## config.mk

```make
export PLATFORM = sky130hd
export DESIGN_NAME = vga_timing_gen
export DESIGN_NICKNAME = d
export VERILOG_FILES = /design/src/rtl/vga_pkg.sv /design/src/rtl/vga_delay_line.sv /design/src/rtl/vga_timing_gen.sv
export SDC_FILE = /design/constraint.sdc
export NUM_CORES = 1
export LEC_CHECK = 0
export ABC_AREA = 1
export CORE_AREA = 2 2 86 104
export CTS_BUF_LIST = sky130_fd_sc_hd__clkbuf_8
export DETAILED_ROUTE_END_ITERATION = 16
export DIE_AREA = 0 0 88 106
export GPL_TIMING_DRIVEN = 0
export PLACE_DENSITY = 0.76
export SLEW_MARGIN = 20
export SYNTH_ARGS = -nofsm -noshare
export SYNTH_HDL_FRONTEND = slang
export SYNTH_HIERARCHICAL = 1
export SYNTH_SLANG_ARGS = --single-unit
```

## constraint.sdc

```tcl
create_clock -name clock -period 1.35 [get_ports clock]
set_clock_uncertainty 0.05 [all_clocks]
set_input_delay 0.135 -clock clock [delete_from_list [all_inputs] [get_ports clock]]
set_output_delay 0.135 -clock clock [all_outputs]
set_load 0.01 [all_outputs]
```

## src/rtl/vga_pkg.sv

```systemverilog
// Shared VGA types: timing constant sets, the per-pixel timing tuple and
// the packed-colour to 8-bit DAC expansion.
package vga_pkg;

  typedef struct packed {
    logic active;
    logic hs;
    logic vs;
    logic sol;
    logic sof;
  } tuple_t;

  // 640x480 @ 60 Hz, 25.175 MHz pixel clock
  localparam int VGA640_H_ACTIVE = 640;
  localparam int VGA640_H_FP     = 16;
  localparam int VGA640_H_SYNC   = 96;
  localparam int VGA640_H_BP     = 48;
  localparam int VGA640_V_ACTIVE = 480;
  localparam int VGA640_V_FP     = 10;
  localparam int VGA640_V_SYNC   = 2;
  localparam int VGA640_V_BP     = 33;

  // 800x600 @ 60 Hz, 40 MHz pixel clock
  localparam int VGA800_H_ACTIVE = 800;
  localparam int VGA800_H_FP     = 40;
  localparam int VGA800_H_SYNC   = 128;
  localparam int VGA800_H_BP     = 88;
  localparam int VGA800_V_ACTIVE = 600;
  localparam int VGA800_V_FP     = 1;
  localparam int VGA800_V_SYNC   = 4;
  localparam int VGA800_V_BP     = 23;

  // Replicate the low n bits of f MSB-first across 8 bits.
  function automatic logic [7:0] expand8(input logic [7:0] f, input int unsigned n);
    logic [7:0]  r;
    int unsigned idx;
    int unsigned pos;
    r = '0;
    for (int unsigned i = 0; i < 8; i++) begin
      idx = n - 1 - (i % n);
      pos = 7 - i;
      r[pos[2:0]] = f[idx[2:0]];
    end
    return r;
  endfunction

endpackage

```

## src/rtl/vga_delay_line.sv

```systemverilog
// WIDTH x DEPTH clock-enabled shift register with synchronous clear.
// DEPTH=0 collapses to a plain wire.
module vga_delay_line #(
  parameter int WIDTH = 5,
  parameter int DEPTH = 2
) (
  input  logic             clock,
  input  logic             clear,
  input  logic             ce,
  input  logic [WIDTH-1:0] din,
  output logic [WIDTH-1:0] dout
);

  if (DEPTH == 0) begin : g_wire
    logic unused_ctl;
    assign unused_ctl = clock ^ clear ^ ce;
    assign dout = din;
  end else begin : g_sr
    logic [DEPTH-1:0][WIDTH-1:0] sr_q;
    always_ff @(posedge clock) begin
      if (clear) begin
        sr_q <= '0;
      end else if (ce) begin
        sr_q[0] <= din;
        for (int i = 1; i < DEPTH; i++) sr_q[i] <= sr_q[i-1];
      end
    end
    assign dout = sr_q[DEPTH-1];
  end

endmodule

```

## src/rtl/vga_timing_gen.sv

```systemverilog
// VGA raster generator: issues pixel requests PIPE_DELAY ce-cycles ahead of
// the beam and registers sync/blank/colour aligned with the returned data.
module vga_timing_gen
  import vga_pkg::*;
#(
  parameter int   H_ACTIVE   = VGA640_H_ACTIVE,
  parameter int   H_FP       = VGA640_H_FP,
  parameter int   H_SYNC     = VGA640_H_SYNC,
  parameter int   H_BP       = VGA640_H_BP,
  parameter int   V_ACTIVE   = VGA640_V_ACTIVE,
  parameter int   V_FP       = VGA640_V_FP,
  parameter int   V_SYNC     = VGA640_V_SYNC,
  parameter int   V_BP       = VGA640_V_BP,
  parameter logic H_SYNC_POL = 1'b0,
  parameter logic V_SYNC_POL = 1'b0,
  parameter int   R_BITS     = 3,
  parameter int   G_BITS     = 3,
  parameter int   B_BITS     = 2,
  parameter int   PIPE_DELAY = 2,
  parameter int   CNT_W      = 11,
  parameter int   FRAME_W    = 16
) (
  input  logic                             clock,
  input  logic                             reset,
  input  logic                             ce,
  input  logic [R_BITS+G_BITS+B_BITS-1:0]  color_in,
  output logic [CNT_W-1:0]                 req_x,
  output logic [CNT_W-1:0]                 req_y,
  output logic                             req_valid,
  output logic                             hsync,
  output logic                             vsync,
  output logic [7:0]                       red,
  output logic [7:0]                       green,
  output logic [7:0]                       blue,
  output logic                             blank_n,
  output logic                             frame_start,
  output logic                             line_start,
  output logic [FRAME_W-1:0]               frame_count
);

  localparam int C_W     = R_BITS + G_BITS + B_BITS;
  localparam int H_TOTAL = H_ACTIVE + H_FP + H_SYNC + H_BP;
  localparam int V_TOTAL = V_ACTIVE + V_FP + V_SYNC + V_BP;

  localparam logic [CNT_W-1:0] H_LAST = CNT_W'(H_TOTAL - 1);
  localparam logic [CNT_W-1:0] V_LAST = CNT_W'(V_TOTAL - 1);
  localparam logic [CNT_W-1:0] H_ACT  = CNT_W'(H_ACTIVE);
  localparam logic [CNT_W-1:0] V_ACT  = CNT_W'(V_ACTIVE);
  localparam logic [CNT_W-1:0] HS_B   = CNT_W'(H_ACTIVE + H_FP);
  localparam logic [CNT_W-1:0] HS_E   = CNT_W'(H_ACTIVE + H_FP + H_SYNC);
  localparam logic [CNT_W-1:0] VS_B   = CNT_W'(V_ACTIVE + V_FP);
  localparam logic [CNT_W-1:0] VS_E   = CNT_W'(V_ACTIVE + V_FP + V_SYNC);

  if (H_TOTAL >= (1 << CNT_W) || V_TOTAL >= (1 << CNT_W)) begin : g_bad_cnt
    $error("vga_timing_gen: H_TOTAL/V_TOTAL do not fit in CNT_W");
  end
  if (PIPE_DELAY < 0 || PIPE_DELAY > 15 || R_BITS < 1 || R_BITS > 8 ||
      G_BITS < 1 || G_BITS > 8 || B_BITS < 1 || B_BITS > 8) begin : g_bad_par
    $error("vga_timing_gen: PIPE_DELAY or colour field width out of range");
  end

  logic [CNT_W-1:0] h_q, h_d, v_q, v_d;

  always_comb begin
    h_d = h_q;
    v_d = v_q;
    if (ce) begin
      if (h_q == H_LAST) begin
        h_d = '0;
        v_d = (v_q == V_LAST) ? '0 : v_q + 1'b1;
      end else begin
        h_d = h_q + 1'b1;
      end
    end
  end

  always_ff @(posedge clock) begin
    if (reset) begin
      h_q <= '0;
      v_q <= '0;
    end else begin
      h_q <= h_d;
      v_q <= v_d;
    end
  end

  assign req_x     = h_q;
  assign req_y     = v_q;
  assign req_valid = (h_q < H_ACT) && (v_q < V_ACT);

  tuple_t cur, tail;

  always_comb begin
    cur.active = req_valid;
    cur.hs     = (h_q >= HS_B) && (h_q < HS_E);
    cur.vs     = (v_q >= VS_B) && (v_q < VS_E);
    cur.sol    = (h_q == '0) && (v_q < V_ACT);
    cur.sof    = (h_q == '0) && (v_q == '0);
  end

  // Reset clears the line to the inactive tuple, so no stale sync leaks out.
  vga_delay_line #(
    .WIDTH($bits(tuple_t)),
    .DEPTH(PIPE_DELAY)
  ) u_dly (
    .clock(clock),
    .clear(reset),
    .ce   (ce),
    .din  (cur),
    .dout (tail)
  );

  logic [R_BITS-1:0] r_f;
  logic [G_BITS-1:0] g_f;
  logic [B_BITS-1:0] b_f;
  assign r_f = color_in[C_W-1 -: R_BITS];
  assign g_f = color_in[G_BITS+B_BITS-1 -: G_BITS];
  assign b_f = color_in[B_BITS-1:0];

  logic               hsync_q, vsync_q, blank_q, fs_q, ls_q;
  logic [7:0]         red_q, green_q, blue_q;
  logic [FRAME_W-1:0] fc_q;

  always_ff @(posedge clock) begin
    if (reset) begin
      hsync_q <= ~H_SYNC_POL;
      vsync_q <= ~V_SYNC_POL;
      blank_q <= 1'b0;
      red_q   <= '0;
      green_q <= '0;
      blue_q  <= '0;
      fs_q    <= 1'b0;
      ls_q    <= 1'b0;
      fc_q    <= '0;
    end else begin
      // Pulses last one clock even when ce stretches the pixel period.
      fs_q <= ce & tail.sof;
      ls_q <= ce & tail.sol;
      if (ce) begin
        hsync_q <= tail.hs ? H_SYNC_POL : ~H_SYNC_POL;
        vsync_q <= tail.vs ? V_SYNC_POL : ~V_SYNC_POL;
        blank_q <= tail.active;
        red_q   <= tail.active ? expand8(8'(r_f), R_BITS) : '0;
        green_q <= tail.active ? expand8(8'(g_f), G_BITS) : '0;
        blue_q  <= tail.active ? expand8(8'(b_f), B_BITS) : '0;
        if (tail.sof) fc_q <= fc_q + 1'b1;
      end
    end
  end

  assign hsync       = hsync_q;
  assign vsync       = vsync_q;
  assign blank_n     = blank_q;
  assign red         = red_q;
  assign green       = green_q;
  assign blue        = blue_q;
  assign frame_start = fs_q;
  assign line_start  = ls_q;
  assign frame_count = fc_q;

endmodule

```

# Yosys cells after proc, flatten, opt, wreduce, memory -nomap -nowiden
# Index checks and enable logic that the tools add are counted.
[word_totals]
ff_bits = 77
input_bits = 11
out_inout_bits = 68
wordCells = 42
[op_classes]
addsub = 3
order_cmp = 6
eq_ne = 2
mux = 7
n_bitwise = 2
reduce_logical = 9
[op_table]
columns = ["operator", "count"]
rows = [
  ["8-bit two-way mux", 3],
  ["11-bit by 1-bit adder with 11-bit output (second input constant)", 2],
  ["11-bit by 10-bit equality test with 1-bit output (second input constant)", 2],
  ["11-bit logical NOT", 2],
  ["11-bit by 10-bit < comparator with 1-bit output (second input constant)", 2],
  ["11-bit by 9-bit < comparator with 1-bit output (second input constant)", 2],
  ["11-bit two-way mux", 2],
  ["16-bit by 1-bit adder with 16-bit output (second input constant)", 1],
  ["11-bit by 10-bit greater-or-equal comparator with 1-bit output (second input constant)", 1],
  ["11-bit by 9-bit greater-or-equal comparator with 1-bit output (second input constant)", 1],
  ["1-bit logical AND", 5],
  ["2-bit AND reduction", 2],
  ["1-bit AND", 2],
  ["1-bit two-way mux", 2],
]

# Depth between registers and ports, before layout
[depth]
word_depth = 2
ltp_mapped = 10
ltp_nobuf = 10

# By module
# The synthesis kept the hierarchy.
[by_module_without_submodules]
columns = ["module", "n_inst", "cells_each", "area_each_um2", "seq_area_each_um2"]
rows = [
  ["vga_timing_gen", 1, 415, 2793.9, 1021.0],
  ["vga_delay_line", 1, 68, 456.7, 200.2],
]

# Least setup slack after synthesis
# Ideal clock, no wire load.
[synth_timing]
path_type = "register to register"
start = "register h_q[0], in the netlist req_x[0]"
end = "register h_q[8], in the netlist req_x[8]"
setup_ps = 115
arrival_ps = 1235
required_ps = 1185
slack_ps = -51
path_stages_with_launch = 8
n_path_buf = 0
synth_period_minus_slack_ps = 1401
cell_sequence = "dfxtp_1 > ha_1 > nand2_1 > nor2_4 > nand3_1 > nor2_1 > xor2_1 > nor2_1"
[synth_via]
elab_chain_cells = 2
elab_cells_between_ends = 3
cone_classes = "1 x add/sub; 1 x eq/ne; 1 x mux"
[synth_lines]
columns = ["item", "line", "rtl"]
rows = [
  ["start: declaration", "vga_timing_gen.sv:62", "logic [CNT_W-1:0] h_q, h_d, v_q, v_d;"],
  ["start signal: assignment", "vga_timing_gen.sv:79", "h_q <= '0;"],
  ["start signal: assignment", "vga_timing_gen.sv:82", "h_q <= h_d;"],
  ["11-bit by 1-bit adder with 11-bit output / 11-bit by 10-bit equality test with 1-bit output (equally long branches)", "vga_timing_gen.sv:72, vga_timing_gen.sv:68", ""],
  ["11-bit two-way mux (*)", "vga_timing_gen.sv:68", "if (h_q == H_LAST) begin"],
]
# Every way passes the cells marked *; elsewhere a longest branch is shown, timed or not.
# A chain may end at the register's enable or synchronous reset.

==> out/qor.txt <==
Run status = complete, but fails checks
Failing checks = setup timing
Final WL = 9.999 mm
M1 GR Usage = 0.2248
Clk_lat worst skew = 0.35 ns
Rows = 37
Place WS = -0.3767 ns
Max Cap Viol = 0
Post-Syn Instances = 483
DRC = 0
Die height = 106 um
DRT iter0 DRCs = 167
Setup WS post-layout = -0.2129 ns
Routed len/inst = 13.98 um
Clock Sinks = 61
Post-DRT Antenna Nets = 0
Req. time, crit path = 1.59 ns
Via count = 3479
Fmax = 639.8 MHz
Final Util = 0.5921
Largest net degree at the start of global routing = 11
Leakage dissipation = 2.410 nW
Hold-fix buffers at CTS = 0
Drt via density = 4.866
Initial DRT Pass Iterations = 4
Syn. warnings = 6
# port buffers = 77
Clk slew on worst S/H paths = 0.07 ns
Part of the cycle the worst path needs = 1.158
Worst VDD drop = 461.9 uV
First-pass GRT wire length = 14.63 mm
Post-Syn Area = 0.003251 mm2
Top FF cell, synth = dfxtp_1
Critical Path Fanout Max = 6
CTS tree = built
I/O pin total = 79
H-tree levels = 3
Fin area = 0.004961 mm2
Worst-margin pin slew = 0.5407 ns
Post-DP HPWL = 6.281 mm
Remaining global-route overflow = 0
Cell Area, Placed = 0.004172 mm2
Core area = 0.008379 mm2
Grt met2 use = 0.3447
Syn_area_per_cell = 6.730 um2
R2R cell count = 8
Final Wtd Congestion = 0.9166
GRT busiest layer = met2
Final setup viols = 16
Initial core utilization = 0.3879
Die Footprint = 0.009328 mm2
RSZ-0062 raised after global routing = yes
Share of layout cells above drive strength 1 = 0.3344
Yosys cell types = 38
Worst EP arrival = 1.81 ns
Die width = 88 um
Filler cells = 728
Fin. max-slew vios = 0
Register bit count reported by yosys = 61
Area delta synth->final = 52.62%
Syn_nets = 500
Worst hold slack = 0.007897 ns
CTS Root Cell = clkbuf_8
GRT Util Overall = 0.1987
Ys async rst share = 0
Seq/Total Area, Yosys = 0.3757
Setup crit start kind = flip-flop
Antenna violations before repair = 0
Max clock buf depth = 2
Minimum clock period = 1.563 ns
Diode count = 0
Pwr per Cell Area = 784.8 mW/mm2
Setup crit end kind = flip-flop
Final nets = 610
Setup Crit Path Kind = reg -> reg
Worst Hold Class = in -> reg
Post-synth EDFFs = 0
Hold depth = 3
CTS buffer count = 9
Final Hold Fails = 0
Worst slew margin = 0.6395
Met3 usage = 0.04115
Vias in the first global route = 3209
==> placed cells by master (no fill, tap or decap), types with 6 or more instances in the layout <==
cell type	synthesis	routed
nor2_2	4	12
nand4_1	10	10
clkdlybuf4s50_1	0	9
nand2_1	117	99
nand3_1	27	19
inv_4	1	6
inv_2	2	11
nor2_4	6	12
clkbuf_8	0	10
dfxtp_1	61	22
dfxtp_4	0	12
buf_6	3	12
nor2_1	87	73
inv_1	61	46
nand2_2	4	16
dlygate4sd2_1	0	67
buf_4	21	36
dfxtp_2	0	27
nor3_1	11	6
a21oi_1	23	21
o21ai_0	7	7
==> cells in the mapped netlist, types with 2 or more instances <==
library cell / count / share of area
nand2_1: 117 / 0.14
nor2_1: 87 / 0.10
dfxtp_1: 61 / 0.38
inv_1: 61 / 0.070
nand3_1: 27 / 0.042
a21oi_1: 23 / 0.035
buf_4: 21 / 0.048
nor3_1: 11 / 0.017
nand4_1: 10 / 0.019
o21ai_0: 7 / 0.011
ha_1: 6 / 0.023
nor2_4: 6 / 0.021
nand2_2: 4 / 0.0077
nor2_2: 4 / 0.0077
buf_6: 3 / 0.010
clkbuf_1: 3 / 0.0035
nand2_4: 3 / 0.010
nor3b_1: 3 / 0.0069
xor2_1: 3 / 0.0081
buf_1: 2 / 0.0023
buf_2: 2 / 0.0031
inv_2: 2 / 0.0023
o21ai_1: 2 / 0.0031
==> state kept, by name, indices dropped and copies added, names as in the netlist, 2 cells and up <==
signal,cells
frame_count,16
req_x,11
req_y,11
u_dly/dout,5
u_dly/g_sr.sr_q,5
green,3
red,3
blue,2
==> worst max-delay path: stages (launching register included) <==
cell and delay [ns]:
dfxtp_2 0.36, or2_1 0.23, nor2_1 0.26, nand4_1 0.20
nor2_2 0.18, inv_1 0.05, nand2_1 0.06, nand2_1 0.04
nor2_1 0.07
==> cells by family (layout without fill, tap and decap cells) <==
kind of cell / after synthesis / in the layout / share of synthesized area
AO/OA/AOI/OAI: 39 / 39 / 0.06544
XOR/XNOR: 3 / 3 / 0.008085
adder cells (fa/ha/maj): 6 / 6 / 0.02309
buffers and inverters: 96 / 211 / 0.1436
flip-flops: 61 / 61 / 0.3757
AND/OR/NAND/NOR: 278 / 278 / 0.3841
==> per-stage QoR <==
stage / total power, W / setup TNS, ns / instances
3_5_place_dp: 0.002258 / -11.14 / 677
5_1_grt: 0.004018 / -2.621 / 715
4_1_cts: 0.003849 / -0.1479 / 702
3_3_place_gp: 0.002248 / -10.26 / 677
2_1_floorplan: 0.002115 / 0 / 483
6_report: 0.003893 / -1.639 / 715
==> timing repair <==
item,CTS,global route
setup buffers,9,14
resized for setup,148,93
pin swaps,12,30
endpoints found under the setup margin,96,43
==> layout make-up <==
| cell class | instances | area, um2 | share of cell area |
|---|---|---|---|
| inverters | 65 | 267.8 | 0.05397 |
| flip-flops and latches | 61 | 1300 | 0.2620 |
| clock buffers | 10 | 137.6 | 0.02774 |
| plain buffers | 30 | 222.7 | 0.04489 |
| multi-input cells | 326 | 1948 | 0.3927 |
| well taps | 117 | 146.4 | 0.02951 |
| clock inverters | 6 | 53.80 | 0.01084 |
| repair buffers | 100 | 884.6 | 0.1783 |
==> power breakdown <==
| part | total, W | switching (W) | internal (W) |
|---|---|---|---|
| logic | 0.000404 | 0.000216 | 0.000188 |
| clock network | 0.00163 | 0.000744 | 0.000883 |
| registers | 0.00186 | 0.0000387 | 0.00182 |
==> worst paths after layout <==
| path | start | endpoint | slack [ns] |
|---|---|---|---|
| setup / recovery | req_y[4]$_SDFFE_PP0P_ | u_dly/g_sr.sr_q[0]$_SDFFE_PP0P_ | -0.21 |
| hold / removal | ce | u_dly/g_sr.sr_q[0]$_SDFFE_PP0P_ | 0.008 |
| setup reg to reg | req_y[4]$_SDFFE_PP0P_ | u_dly/g_sr.sr_q[0]$_SDFFE_PP0P_ | -0.21 |
| hold reg to reg | frame_count[8]$_SDFFE_PP0P_ | frame_count[8]$_SDFFE_PP0P_ | 0.41 |
==> per-layer routing <==
metal	up-vias	share of wire
met3	29	0.055
met4	0	0.031
met5	-	0
met2	125	0.52
li1	1714	-
met1	1611	0.40
(Power assumes the default switching activity.)
